--- config.mk ---
export PLATFORM = sky130hd
export DESIGN_NAME = icache_axi_rd_bridge
export DESIGN_NICKNAME = d
export VERILOG_FILES = /design/src/rtl/axi_pkg.sv /design/src/rtl/rd_beat_fifo.sv /design/src/rtl/icache_axi_rd_bridge.sv
export SDC_FILE = /design/constraint.sdc
export NUM_CORES = 1
export LEC_CHECK = 0
export CORE_ASPECT_RATIO = 1.25
export CORE_MARGIN = 2
export CORE_UTILIZATION = 45
export DETAILED_ROUTE_END_ITERATION = 12
export GPL_ROUTABILITY_DRIVEN = 1
export HOLD_SLACK_MARGIN = 0.02
export PLACE_DENSITY = 0.89
export SLEW_MARGIN = 20
export SYNTH_ARGS = -nofsm -noshare
export SYNTH_HDL_FRONTEND = slang
export SYNTH_SLANG_ARGS = --single-unit
--- constraint.sdc ---
create_clock -name clk -period 2.4 [get_ports clk]
set_clock_uncertainty 0.1 [all_clocks]
set_input_delay 0.24 -clock clk [delete_from_list [all_inputs] [get_ports clk]]
set_output_delay 0.24 -clock clk [all_outputs]
set_load 0.05 [all_outputs]
--- src/rtl/axi_pkg.sv ---
// Shared AXI constants and bridge state encoding for the icache read bridge.
package axi_pkg;

    localparam logic [1:0] AXI_BURST_INCR = 2'b01;
    localparam logic [2:0] AXI_SIZE_4B    = 3'b010;
    localparam logic [1:0] AXI_RESP_OKAY  = 2'b00;

    typedef enum logic [1:0] {
        IDLE = 2'd0,
        AR   = 2'd1,
        R    = 2'd2
    } bridge_state_e;

endpackage

--- src/rtl/rd_beat_fifo.sv ---
// Two-deep beat buffer holding {data, last}; head entry is presented straight
// from the storage registers.
module rd_beat_fifo (
    input  logic        clk,
    input  logic        rst,
    input  logic        push,
    input  logic [32:0] push_data,
    input  logic        pop,
    output logic [32:0] head_data,
    output logic        full,
    output logic        empty
);

    logic [32:0] mem_q [2];
    logic [32:0] mem_d [2];
    logic        wr_ptr_q, wr_ptr_d;
    logic        rd_ptr_q, rd_ptr_d;
    logic [1:0]  count_q, count_d;
    logic        push_ok, pop_ok;

    assign full      = (count_q == 2'd2);
    assign empty     = (count_q == 2'd0);
    assign head_data = mem_q[rd_ptr_q];

    always_comb begin
        mem_d    = mem_q;
        wr_ptr_d = wr_ptr_q;
        rd_ptr_d = rd_ptr_q;
        push_ok  = push && !full;
        pop_ok   = pop && !empty;
        if (push_ok) begin
            mem_d[wr_ptr_q] = push_data;
            wr_ptr_d        = !wr_ptr_q;
        end
        if (pop_ok) begin
            rd_ptr_d = !rd_ptr_q;
        end
        count_d = count_q + {1'b0, push_ok} - {1'b0, pop_ok};
    end

    always_ff @(posedge clk) begin
        if (rst) begin
            mem_q[0] <= '0;
            mem_q[1] <= '0;
            wr_ptr_q <= 1'b0;
            rd_ptr_q <= 1'b0;
            count_q  <= 2'd0;
        end else begin
            mem_q    <= mem_d;
            wr_ptr_q <= wr_ptr_d;
            rd_ptr_q <= rd_ptr_d;
            count_q  <= count_d;
        end
    end

endmodule

--- src/rtl/icache_axi_rd_bridge.sv ---
// Icache refill/uncached read bridge: one request -> one AXI4 INCR burst.
// Define ICACHE_AXI_RD_BEAT_CHECK_EN to frame bursts by beat count and flag rlast/rid errors.
//
// state | meaning
// IDLE  | ready for a cache request (r_rdy=1)
// AR    | presenting the burst on AR until arready
// R     | collecting R beats into the FIFO until the last beat is popped
module icache_axi_rd_bridge
    import axi_pkg::*;
#(
    parameter int              ID_W   = 4,
    parameter logic [ID_W-1:0] AXI_ID = '0
) (
    input  logic            clk,
    input  logic            rst,
    input  logic            r_req,
    input  logic [31:0]     r_addr,
    input  logic [7:0]      r_length,
    output logic            r_rdy,
    input  logic            r_data_ready,
    output logic            ret_valid,
    output logic            ret_last,
    output logic [31:0]     r_data,
    output logic            ret_err,
    output logic [ID_W-1:0] arid,
    output logic [31:0]     araddr,
    output logic [7:0]      arlen,
    output logic [2:0]      arsize,
    output logic [1:0]      arburst,
    output logic            arvalid,
    input  logic            arready,
    input  logic [ID_W-1:0] rid,
    input  logic [31:0]     rdata,
    input  logic [1:0]      rresp,
    input  logic            rlast,
    input  logic            rvalid,
    output logic            rready
);

    bridge_state_e state_q, state_d;
    logic [31:0]   araddr_q, araddr_d;
    logic [7:0]    arlen_q, arlen_d;
    logic          ret_err_q, ret_err_d;
    logic          push, pop, last_flag;
    logic          fifo_full, fifo_empty;
    logic [32:0]   head_data;

`ifdef ICACHE_AXI_RD_BEAT_CHECK_EN
    logic [7:0]    beat_cnt_q, beat_cnt_d;
    assign last_flag = (beat_cnt_q == arlen_q);
`else
    logic          unused_rid;
    assign unused_rid = ^rid;
    assign last_flag  = rlast;
`endif

    assign pop = ret_valid && r_data_ready;

    always_comb begin
        state_d   = state_q;
        araddr_d  = araddr_q;
        arlen_d   = arlen_q;
        ret_err_d = ret_err_q;
        r_rdy     = 1'b0;
        arvalid   = 1'b0;
        rready    = 1'b0;
        push      = 1'b0;
`ifdef ICACHE_AXI_RD_BEAT_CHECK_EN
        beat_cnt_d = beat_cnt_q;
`endif
        case (state_q)
            IDLE: begin
                r_rdy = 1'b1;
                if (r_req) begin
                    araddr_d  = r_addr;
                    arlen_d   = r_length;
                    ret_err_d = 1'b0;
`ifdef ICACHE_AXI_RD_BEAT_CHECK_EN
                    beat_cnt_d = 8'd0;
`endif
                    state_d   = AR;
                end
            end
            AR: begin
                arvalid = 1'b1;
                if (arready) state_d = R;
            end
            R: begin
                rready = !fifo_full;
                push   = rvalid && rready;
                if (push) begin
                    if (rresp != AXI_RESP_OKAY) ret_err_d = 1'b1;
`ifdef ICACHE_AXI_RD_BEAT_CHECK_EN
                    if (rlast != last_flag || rid != AXI_ID) ret_err_d = 1'b1;
                    beat_cnt_d = beat_cnt_q + 8'd1;
`endif
                end
                if (pop && ret_last) state_d = IDLE;
            end
            default: state_d = IDLE;
        endcase
    end

    always_ff @(posedge clk) begin
        if (rst) begin
            state_q   <= IDLE;
            araddr_q  <= '0;
            arlen_q   <= '0;
            ret_err_q <= 1'b0;
`ifdef ICACHE_AXI_RD_BEAT_CHECK_EN
            beat_cnt_q <= '0;
`endif
        end else begin
            state_q   <= state_d;
            araddr_q  <= araddr_d;
            arlen_q   <= arlen_d;
            ret_err_q <= ret_err_d;
`ifdef ICACHE_AXI_RD_BEAT_CHECK_EN
            beat_cnt_q <= beat_cnt_d;
`endif
        end
    end

    rd_beat_fifo u_fifo (
        .clk       (clk),
        .rst       (rst),
        .push      (push),
        .push_data ({rdata, last_flag}),
        .pop       (pop),
        .head_data (head_data),
        .full      (fifo_full),
        .empty     (fifo_empty)
    );

    assign ret_valid = !fifo_empty;
    assign r_data    = head_data[32:1];
    assign ret_last  = head_data[0];
    assign ret_err   = ret_err_q;
    assign arid      = AXI_ID;
    assign araddr    = araddr_q;
    assign arlen     = arlen_q;
    assign arsize    = AXI_SIZE_4B;
    assign arburst   = AXI_BURST_INCR;

endmodule

## Word-level counts from Yosys, hierarchy flattened

Cells that the tools add are included.
Widths: inputs -> output; s select.

- Register bits after elaboration: 113
- Input port bits: 85
- Output and inout bits: 87
- Word-level logic and storage cells: 59

- Add/subtract/negate cells: 2
- $lt $le $gt $ge: 3
- Eq/ne operators: 8
- Multiplexer cells: 18
- Bitwise logic cells: 2
- Reduce and logical (&&, ||, !) cells: 17

Operators with widths:

| operator | number |
|---|---|
| $mux 33 | 4 |
| $bwmux 66 | 1 |
| $demux 33 s1 | 1 |
| $ne 2x2->1 const B | 5 |
| $mux 1 | 7 |
| $logic_and 1x1->1 | 6 |
| $mux 2 | 3 |
| $pmux 2 s3 | 1 |
| $eq 2x2->1 const B | 2 |
| $ge 2x2->1 const B | 2 |
| $logic_not 1->1 | 4 |
| $logic_not 2->1 | 2 |
| $not 1->2 | 2 |
| $reduce_and 4->1 | 1 |
| $reduce_bool 2->1 | 2 |
| $reduce_and 3->1 | 1 |
| $add 2x1->2 | 1 |
| $eq 2x1->1 const B | 1 |
| $lt 2x1->1 const B | 1 |
| $pmux 1 s2 | 1 |
| $reduce_and 2->1 | 1 |
| $sub 2x1->2 | 1 |

## Longest topological paths before layout

Gate-level depths: netlist (run 1).

- Word-level depth: 7
- Depth in mapped cells: 6
- Mapped depth without buffers: 6

## Cells and area by module

Synthesis (run 1) repeated with hierarchy kept, for this count alone.

- Cell total of the unflattened synthesis: 555
- Area, all modules: 5406.4 sq um

Modules (own cells, without submodules):

| module | instances | cells each | area an instance (sq um) | sequential area each (sq um) |
|---|---|---|---|---|
| rd_beat_fifo | 1 | 351 | 3355.7 | 1401.3 |
| icache_axi_rd_bridge | 1 | 204 | 2050.7 | 860.8 |

## Worst setup path after synthesis (run 1)

Ideal clock, no wire load.

- Path type: reg-to-output
- From: register u_fifo.rd_ptr_q
- To: output port r_data[0]
- Data arrival time: 1.379 ns
- Required time: 2.060 ns
- Slack: 0.681 ns
- Stages on the path, launching flop included: 4
- Path buffers: 2
- Path through: dfxtp_1 clkbuf_1 clkbuf_1 mux2_2

- Longest elaborated chain between the ends: 4

RTL lines:

| element | RTL line | text |
|---|---|---|
| from (decl) | rd_beat_fifo.sv:17 | `logic rd_ptr_q, rd_ptr_d;` |
| from (signal assigned) | rd_beat_fifo.sv:51 | `rd_ptr_q <= rd_ptr_d;` |
| $not 1->2 (implied by the code) | rd_beat_fifo.sv:23 | `assign head_data = mem_q[rd_ptr_q];` |
| $mux 33 (implied by the code) (3 in a row) | rd_beat_fifo.sv:23 |  |
| to (decl) | icache_axi_rd_bridge.sv:23 | `output logic [31:0] r_data,` |

Every way passes these cells. The select of a mux whose other input is x is not followed.

## Final worst setup path (run 1)

- From: register u_fifo.count_q[1]
- To: output port rready

- Longest elaborated chain between the ends: 3

RTL lines:

| element | RTL line | text |
|---|---|---|
| from (decl) | rd_beat_fifo.sv:18 | `logic [1:0] count_q, count_d;` |
| from (signal assigned) | rd_beat_fifo.sv:52 | `count_q <= count_d;` |
| $eq 2x2->1 | rd_beat_fifo.sv:21 | `assign full = (count_q == 2'd2);` |
| $logic_not 1->1 | icache_axi_rd_bridge.sv:89 | `rready = !fifo_full;` |
| $mux 1 | icache_axi_rd_bridge.sv:71 | `case (state_q)` |
| to (decl) | icache_axi_rd_bridge.sv:37 | `output logic rready` |

Every way passes these cells.

==> flow_summary.json, run 1 <==
{
  "synth-edff-count": 0,
  "cts.htree.levels": 4,
  "combPwrFrac_pct": 18.3,
  "crit_fanout": 5,
  "p_leak_nw": 3.01,
  "outcome": "completed",
  "fill_cells": 753,
  "setup_total_negative_slack_ns": 0,
  "detailed_place.area_um2": 6280,
  "drc": 0,
  "synth_flop_cell": "dfxtp_1",
  "synth.lib_cells_used.distinct": 32,
  "synthesis.yosys.warnings": 0,
  "tritoncts": "done",
  "final_max_slew_viol_count": 0,
  "viasPerCell": 4.96,
  "area_of_the_core_um2": 10200,
  "power.switching_fraction_pct": 26.1,
  "post_synthesis_async_set_or_reset_flop_share_pct": 0,
  "hpwlAfterDp_um": 7760,
  "synth-seq-cells": 113,
  "fin_crit_sh_pct": 95.5,
  "p_int_mw": 4.41,
  "worst_setup_path_start_kind": "flop",
  "transition_at_the_pin_with_the_smallest_max_transition_slack_ns": 0.541,
  "via_count": 3792,
  "netlist_instances": 473,
  "grt_util_all_layers_pct": 21.0,
  "antenna_found_initial": 0,
  "maximum_clock_rate_mhz": 436,
  "via_count_of_the_first_global_routing_pass": 4149,
  "clk_pin_slew_ns": 0.05,
  "drt-initial-drc-count": 84,
  "synthesis.area_per_instance_um2": 9.99,
  "grt_first_pass_wirelength_um": 18900,
  "syn-cell-area_um2": 4730,
  "r2r_slack_ns": 0.55,
  "clock_buffers_created_by_tritoncts": 17,
  "power.share.clock_pct": 47.3,
  "worst_setup_path_end_kind": "output port",
  "irDropWorstVdd_mv": 0.669,
  "cts_max_path_buffers": 2,
  "final_hold_viol_count": 0,
  "worst_slew_margin_rel_pct": 63.8,
  "detail_route.wl_per_cell_um": 15.0,
  "postCtsSetupBuffers": 0,
  "clock_sinks": 113,
  "ys_seq_area_share_pct": 47.9,
  "layout_cells_sized_above_1_pct": 17.5,
  "postRouteWirelength_um": 11500,
  "postLayoutCoreUtil_pct": 68.5,
  "type_of_the_worst_min_delay_path": "primary input to flop",
  "die_y_extent_um": 119,
  "layout_min_cycle_time_ns": 2.29,
  "final_antenna_net_count": 0,
  "fp.dieArea_um2": 11300,
  "fin_hold_ws_ns": 0.331,
  "preCtsSetupSlack_ns": 0.257,
  "initial_core_util_pct": 46.5,
  "floorplan.die.width_um": 95.7,
  "switching_pwr_mw": 1.55,
  "clk_latency_ns": 0.40,
  "final-setup-viol-count": 0,
  "postLayoutCellArea_um2": 6950,
  "insertedDiodeCount": 0,
  "fin_total_pwr_mw": 5.96,
  "finish.net_count": 709,
  "final_non_filler_cell_total": 765,
  "power_density_nw_per_um2": 857,
  "dpl.cell_count": 733,
  "crit_arrival_ns": 1.95,
  "io_pins": 172,
  "cts_hold_buf": 0,
  "cts_resized": 0,
  "setup_ws_ns": 0.107,
  "rsz_0062_raised_after_global_routing": "no",
  "place.port_buffers": 158,
  "power_frac_seq_pct": 34.4,
  "largest_net_degree_at_the_start_of_global_routing": 102,
  "max-cap-violations": 0,
  "first_pass_iters": 4,
  "worst_path_required_ns": 2.06,
  "relative_area_change_from_synthesis_to_final_layout_pct": 47.2,
  "overflow": 0,
  "most_frequent_standard_cell_in_the_layout_excluding_fill_and_tap_cells": "clkdlybuf4s50_1",
  "place.gp.congestion": 0.712,
  "std_cell_rows": 41,
  "root_buffer": "clkbuf_16",
  "most_used_cells_in_the_layout_excluding_fill_and_tap_cells": "clkdlybuf4s50_1 (125), dfxtp_1 (112), mux2i_1 (106), nand2_1 (101), nor2_1 (46)",
  "worstSetupPathType": "flop to output port"
}
## critical path: stages, from the launching register on
cell	delay [ns]
dfxtp_1	0.40
nor2b_1	0.35
nor2_1	0.08
clkdlybuf4s50_1	0.72
## power by group through the flow
stage	clock network (mW)	logic, mW	registers (mW)
6_report	2.82	1.09	2.05
5_1_grt	2.95	1.16	2.06
3_3_place_gp	0	1.07	2.08
4_1_cts	2.86	1.10	2.05
2_1_floorplan	0	0.579	2.21
3_5_place_dp	0	1.09	2.09
## layout make-up
class / count / area [um2] / share of cell area, %
Timing Repair Buffer: 165 / 1610 / 23.2
Multi-Input combinational cell: 321 / 2220 / 32.0
Clock inverter: 9 / 175 / 2.52
Tap cell: 129 / 161 / 2.32
Inverter: 5 / 18.8 / 0.270
Sequential cell: 113 / 2260 / 32.5
Clock buffer: 23 / 498 / 7.16
## per-layer routing
layer | track usage [%] | up-vias | share of wire, %
met1 | 21.9 | 1769 | 39
met5 | 0 | - | 0
met3 | 9.43 | 25 | 8.9
met4 | 8.84 | 0 | 2.2
met2 | 35.9 | 143 | 49
li1 | - | 1855 | -
## state kept, by name (all words and copies together) (netlist names)
signal,cells
u_fifo.mem_q,66
araddr,32
u_fifo.wr_ptr_q,1
arlen,8
u_fifo.rd_ptr_q,1
state_q,2
ret_err,1
u_fifo.count_q,2
## cell usage after synthesis (2+ instances only)
cell / count / share of area (%)
dfxtp_1: 113 / 48
mux2i_1: 106 / 22
nand2_1: 101 / 8.0
nor2_1: 46 / 3.7
mux2_2: 33 / 7.9
clkbuf_1: 19 / 1.5
buf_4: 12 / 1.9
inv_1: 5 / 0.40
buf_2: 4 / 0.42
buf_12: 3 / 1.3
nor2b_1: 3 / 0.40
a21oi_1: 2 / 0.21
a31oi_1: 2 / 0.26
buf_1: 2 / 0.16
conb_1: 2 / 0.16
nand3_1: 2 / 0.21
nor3b_1: 2 / 0.32
xor2_1: 2 / 0.37
## final timing paths
path | startpoint | cells past startpoint | endpoint
max | u_fifo.count_q[1] | 3 | rready
min reg2reg | u_fifo.mem_q[28] | 2 | u_fifo.mem_q[28]
max reg2reg | state_q[1] | 4 | u_fifo.mem_q[52]
min | rdata[24] | 3 | u_fifo.mem_q[58]
## cells by family (layout without fill, tap and decap cells)
family          count (synthesis)  in the layout  synth area share, %
compound gates                  9              9                 1.30
xor+xnor                        2              2                0.371
fa+ha+maj                       1              1                0.265
buf+inv                        46            202                 5.90
flops                         113            113                 47.9
mux                           139            139                 30.3
other cells                     2              9                0.159
simple gates                  161            161                 13.8
(Power assumes the default switching activity.)
==> inputs of run 2 (changes only) <==
--- a/config.mk
+++ b/config.mk
@@ -6,7 +6,7 @@
 export NUM_CORES = 1
 export LEC_CHECK = 0
 export CORE_ASPECT_RATIO = 1.25
-export CORE_MARGIN = 2
+export CORE_MARGIN = 3
 export CORE_UTILIZATION = 45
 export DETAILED_ROUTE_END_ITERATION = 12
 export GPL_ROUTABILITY_DRIVEN = 1
==> run 2 against run 1 <==
  * Sequential power is essentially flat
  * Utilization shrank 0.52 points
  * Final cell count shrank 0.39%
  * Clock-buffer cell count shrank 3
  * Die area grew 3.8%
  * Hold slack gained 0.00069 ns
  * Final area shrank 0.76%
  * Sequential cell count is the same
==> flow_summary.json, run 2 (synthesis gave the netlist of run 1 again) <==
{
  "worst_setup_path_end_kind": "output port",
  "largest_net_degree_at_the_start_of_global_routing": 102,
  "worst_path_required_ns": 2.06,
  "hold_path.startpoint": "rdata[7]",
  "cts_hold_buf": 0,
  "maximum_clock_rate_mhz": 447,
  "clk_pin_slew_ns": 0.05,
  "viasPerCell": 4.97,
  "final_antenna_net_count": 0,
  "power_density_nw_per_um2": 838,
  "cts_max_path_buffers": 2,
  "worst_setup_path_start_kind": "flop",
  "std_cell_rows": 41,
  "via_count_of_the_first_global_routing_pass": 4048,
  "type_of_the_worst_min_delay_path": "primary input to flop",
  "crit_arrival_ns": 1.90,
  "max-cap-violations": 0,
  "postLayoutCoreUtil_pct": 67.9,
  "initial_core_util_pct": 46.5,
  "antenna_found_initial": 0,
  "r2r_slack_ns": 0.54,
  "crit-reg2reg-capture": "u_fifo.mem_q[44]",
  "place.port_buffers": 158,
  "floorplan.die.width_um": 97.7,
  "cts.htree.levels": 4,
  "postRouteWirelength_um": 11700,
  "dpl.cell_count": 732,
  "startpoint_of_the_most_critical_register_to_register_path": "state_q[1]",
  "cells_along_the_critical_path": "and2b_1, clkdlybuf4s50_1",
  "clock_sinks": 113,
  "worstSetupPathType": "flop to output port",
  "setup_total_negative_slack_ns": 0,
  "worst_r2r_path_depth": 4,
  "clock_buffers_created_by_tritoncts": 17,
  "area_of_the_core_um2": 10200,
  "hpwlAfterDp_um": 8060,
  "drt-initial-drc-count": 111,
  "fin_crit_sh_pct": 93.3,
  "layout_cells_sized_above_1_pct": 17.2,
  "transition_at_the_pin_with_the_smallest_max_transition_slack_ns": 0.590,
  "die_y_extent_um": 121,
  "largest_register_ffs": 66,
  "fin_hold_ws_ns": 0.332,
  "fill_cells": 778,
  "cp_slowest_cell": "clkdlybuf4s50_1",
  "crit_fanout": 5,
  "layout_min_cycle_time_ns": 2.24,
  "relative_area_change_from_synthesis_to_final_layout_pct": 46.0,
  "most_used_cells_in_the_layout_excluding_fill_and_tap_cells": "clkdlybuf4s50_1 (124), dfxtp_1 (112), mux2i_1 (106), nand2_1 (101), nor2_1 (46)",
  "root_buffer": "clkbuf_16",
  "cpPeakStageDelay_ns": 0.86,
  "tritoncts": "done",
  "most_frequent_standard_cell_in_the_layout_excluding_fill_and_tap_cells": "clkdlybuf4s50_1",
  "p_leak_nw": 3.01,
  "worstHoldPathCells": 3,
  "via_count": 3786,
  "hold_path_end": "u_fifo.mem_q[41]",
  "final_non_filler_cell_total": 762,
  "largest-register": "u_fifo.mem_q",
  "irDropWorstVdd_mv": 0.528,
  "fp.dieArea_um2": 11800,
  "insertedDiodeCount": 0,
  "finish.net_count": 708,
  "overflow": 0,
  "detail_route.wl_per_cell_um": 15.3,
  "final_hold_viol_count": 0,
  "place.gp.congestion": 0.722,
  "drc": 0,
  "final_max_slew_viol_count": 0,
  "outcome": "completed",
  "grt_first_pass_wirelength_um": 19200,
  "clk_latency_ns": 0.39,
  "worst_slew_margin_rel_pct": 60.6,
  "io_pins": 172,
  "rsz_0062_raised_after_global_routing": "no",
  "grt_util_all_layers_pct": 20.3,
  "first_pass_iters": 4,
  "final-setup-viol-count": 0
}
==> run 2: changes by cell type in the layout (fill, tap and decap cells not counted), sizes merged <==
cell / previous run / this run
dlymetal6s2s: 0 / 1
clkbuf: 23 / 20
clkinv: 2 / 4
buf: 40 / 39
bufinv: 5 / 4
clkdlybuf4s50: 125 / 124
==> run 2: how the worst max path moves through the flow <==
stage | from | to | slack, ns | cells past startpoint
global placement | rvalid | u_fifo.mem_q[43] | 0.26 | 5
floorplan | u_fifo.rd_ptr_q | r_data[0] | 0.68 | 3
detailed placement | rvalid | u_fifo.mem_q[55] | 0.23 | 5
finish | state_q[1] | arvalid | 0.16 | 2
global route | state_q[1] | arvalid | 0.09 | 2
CTS | u_fifo.count_q[1] | rready | 0.06 | 3
==> run 2: per-layer routing <==
layer	GRT usage, %	vias to the layer above	wire length (um)	part of all wire, %
li1	-	1858	-	-
met1	20.8	1784	4450	38
met2	35.9	135	6050	52
met3	9.98	9	1090	9.3
met4	6.93	0	103	0.88
met5	0	-	0	0
==> run 2: through the flow <==
step                      setup WS (ns)  area (um2)  total power [mW]
after global placement            0.257        6270              3.16
after detailed placement          0.228        6270              3.19
final                             0.162        6900              5.78
after floorplan                   0.681        4750              2.79
after global routing             0.0900        6900              6.00
after CTS                        0.0553        6900              5.84
==> run 2: area by class of cell <==
type | count | area, um2 | area share, %
flip-flops and latches | 113 | 2260 | 32.8
multi-input cells | 321 | 2220 | 32.2
repair buffers | 164 | 1610 | 23.3
clock buffers | 20 | 467 | 6.76
well taps | 129 | 161 | 2.34
clock inverters | 10 | 159 | 2.30
inverters | 5 | 18.8 | 0.272
==> run 2: report_power, final <==
group / switching [mW] / internal (mW) / total (mW)
clock: 0.839 / 1.80 / 2.64
sequential: 0.0630 / 1.96 / 2.03
combinational: 0.654 / 0.461 / 1.11
==> run 2: critical path, delay by kind of cell, from the launching register on <==
kind                   cells  cell delay (ns)
buffers and inverters      1             0.86
DFF                        1             0.37
and+or+nand+nor            1             0.28
==> run 2: what timing repair did <==
item                       4_1_cts  5_1_grt
setup endpoints to repair        0        1
setup buffers                    0        0
gates resized for setup          0        1
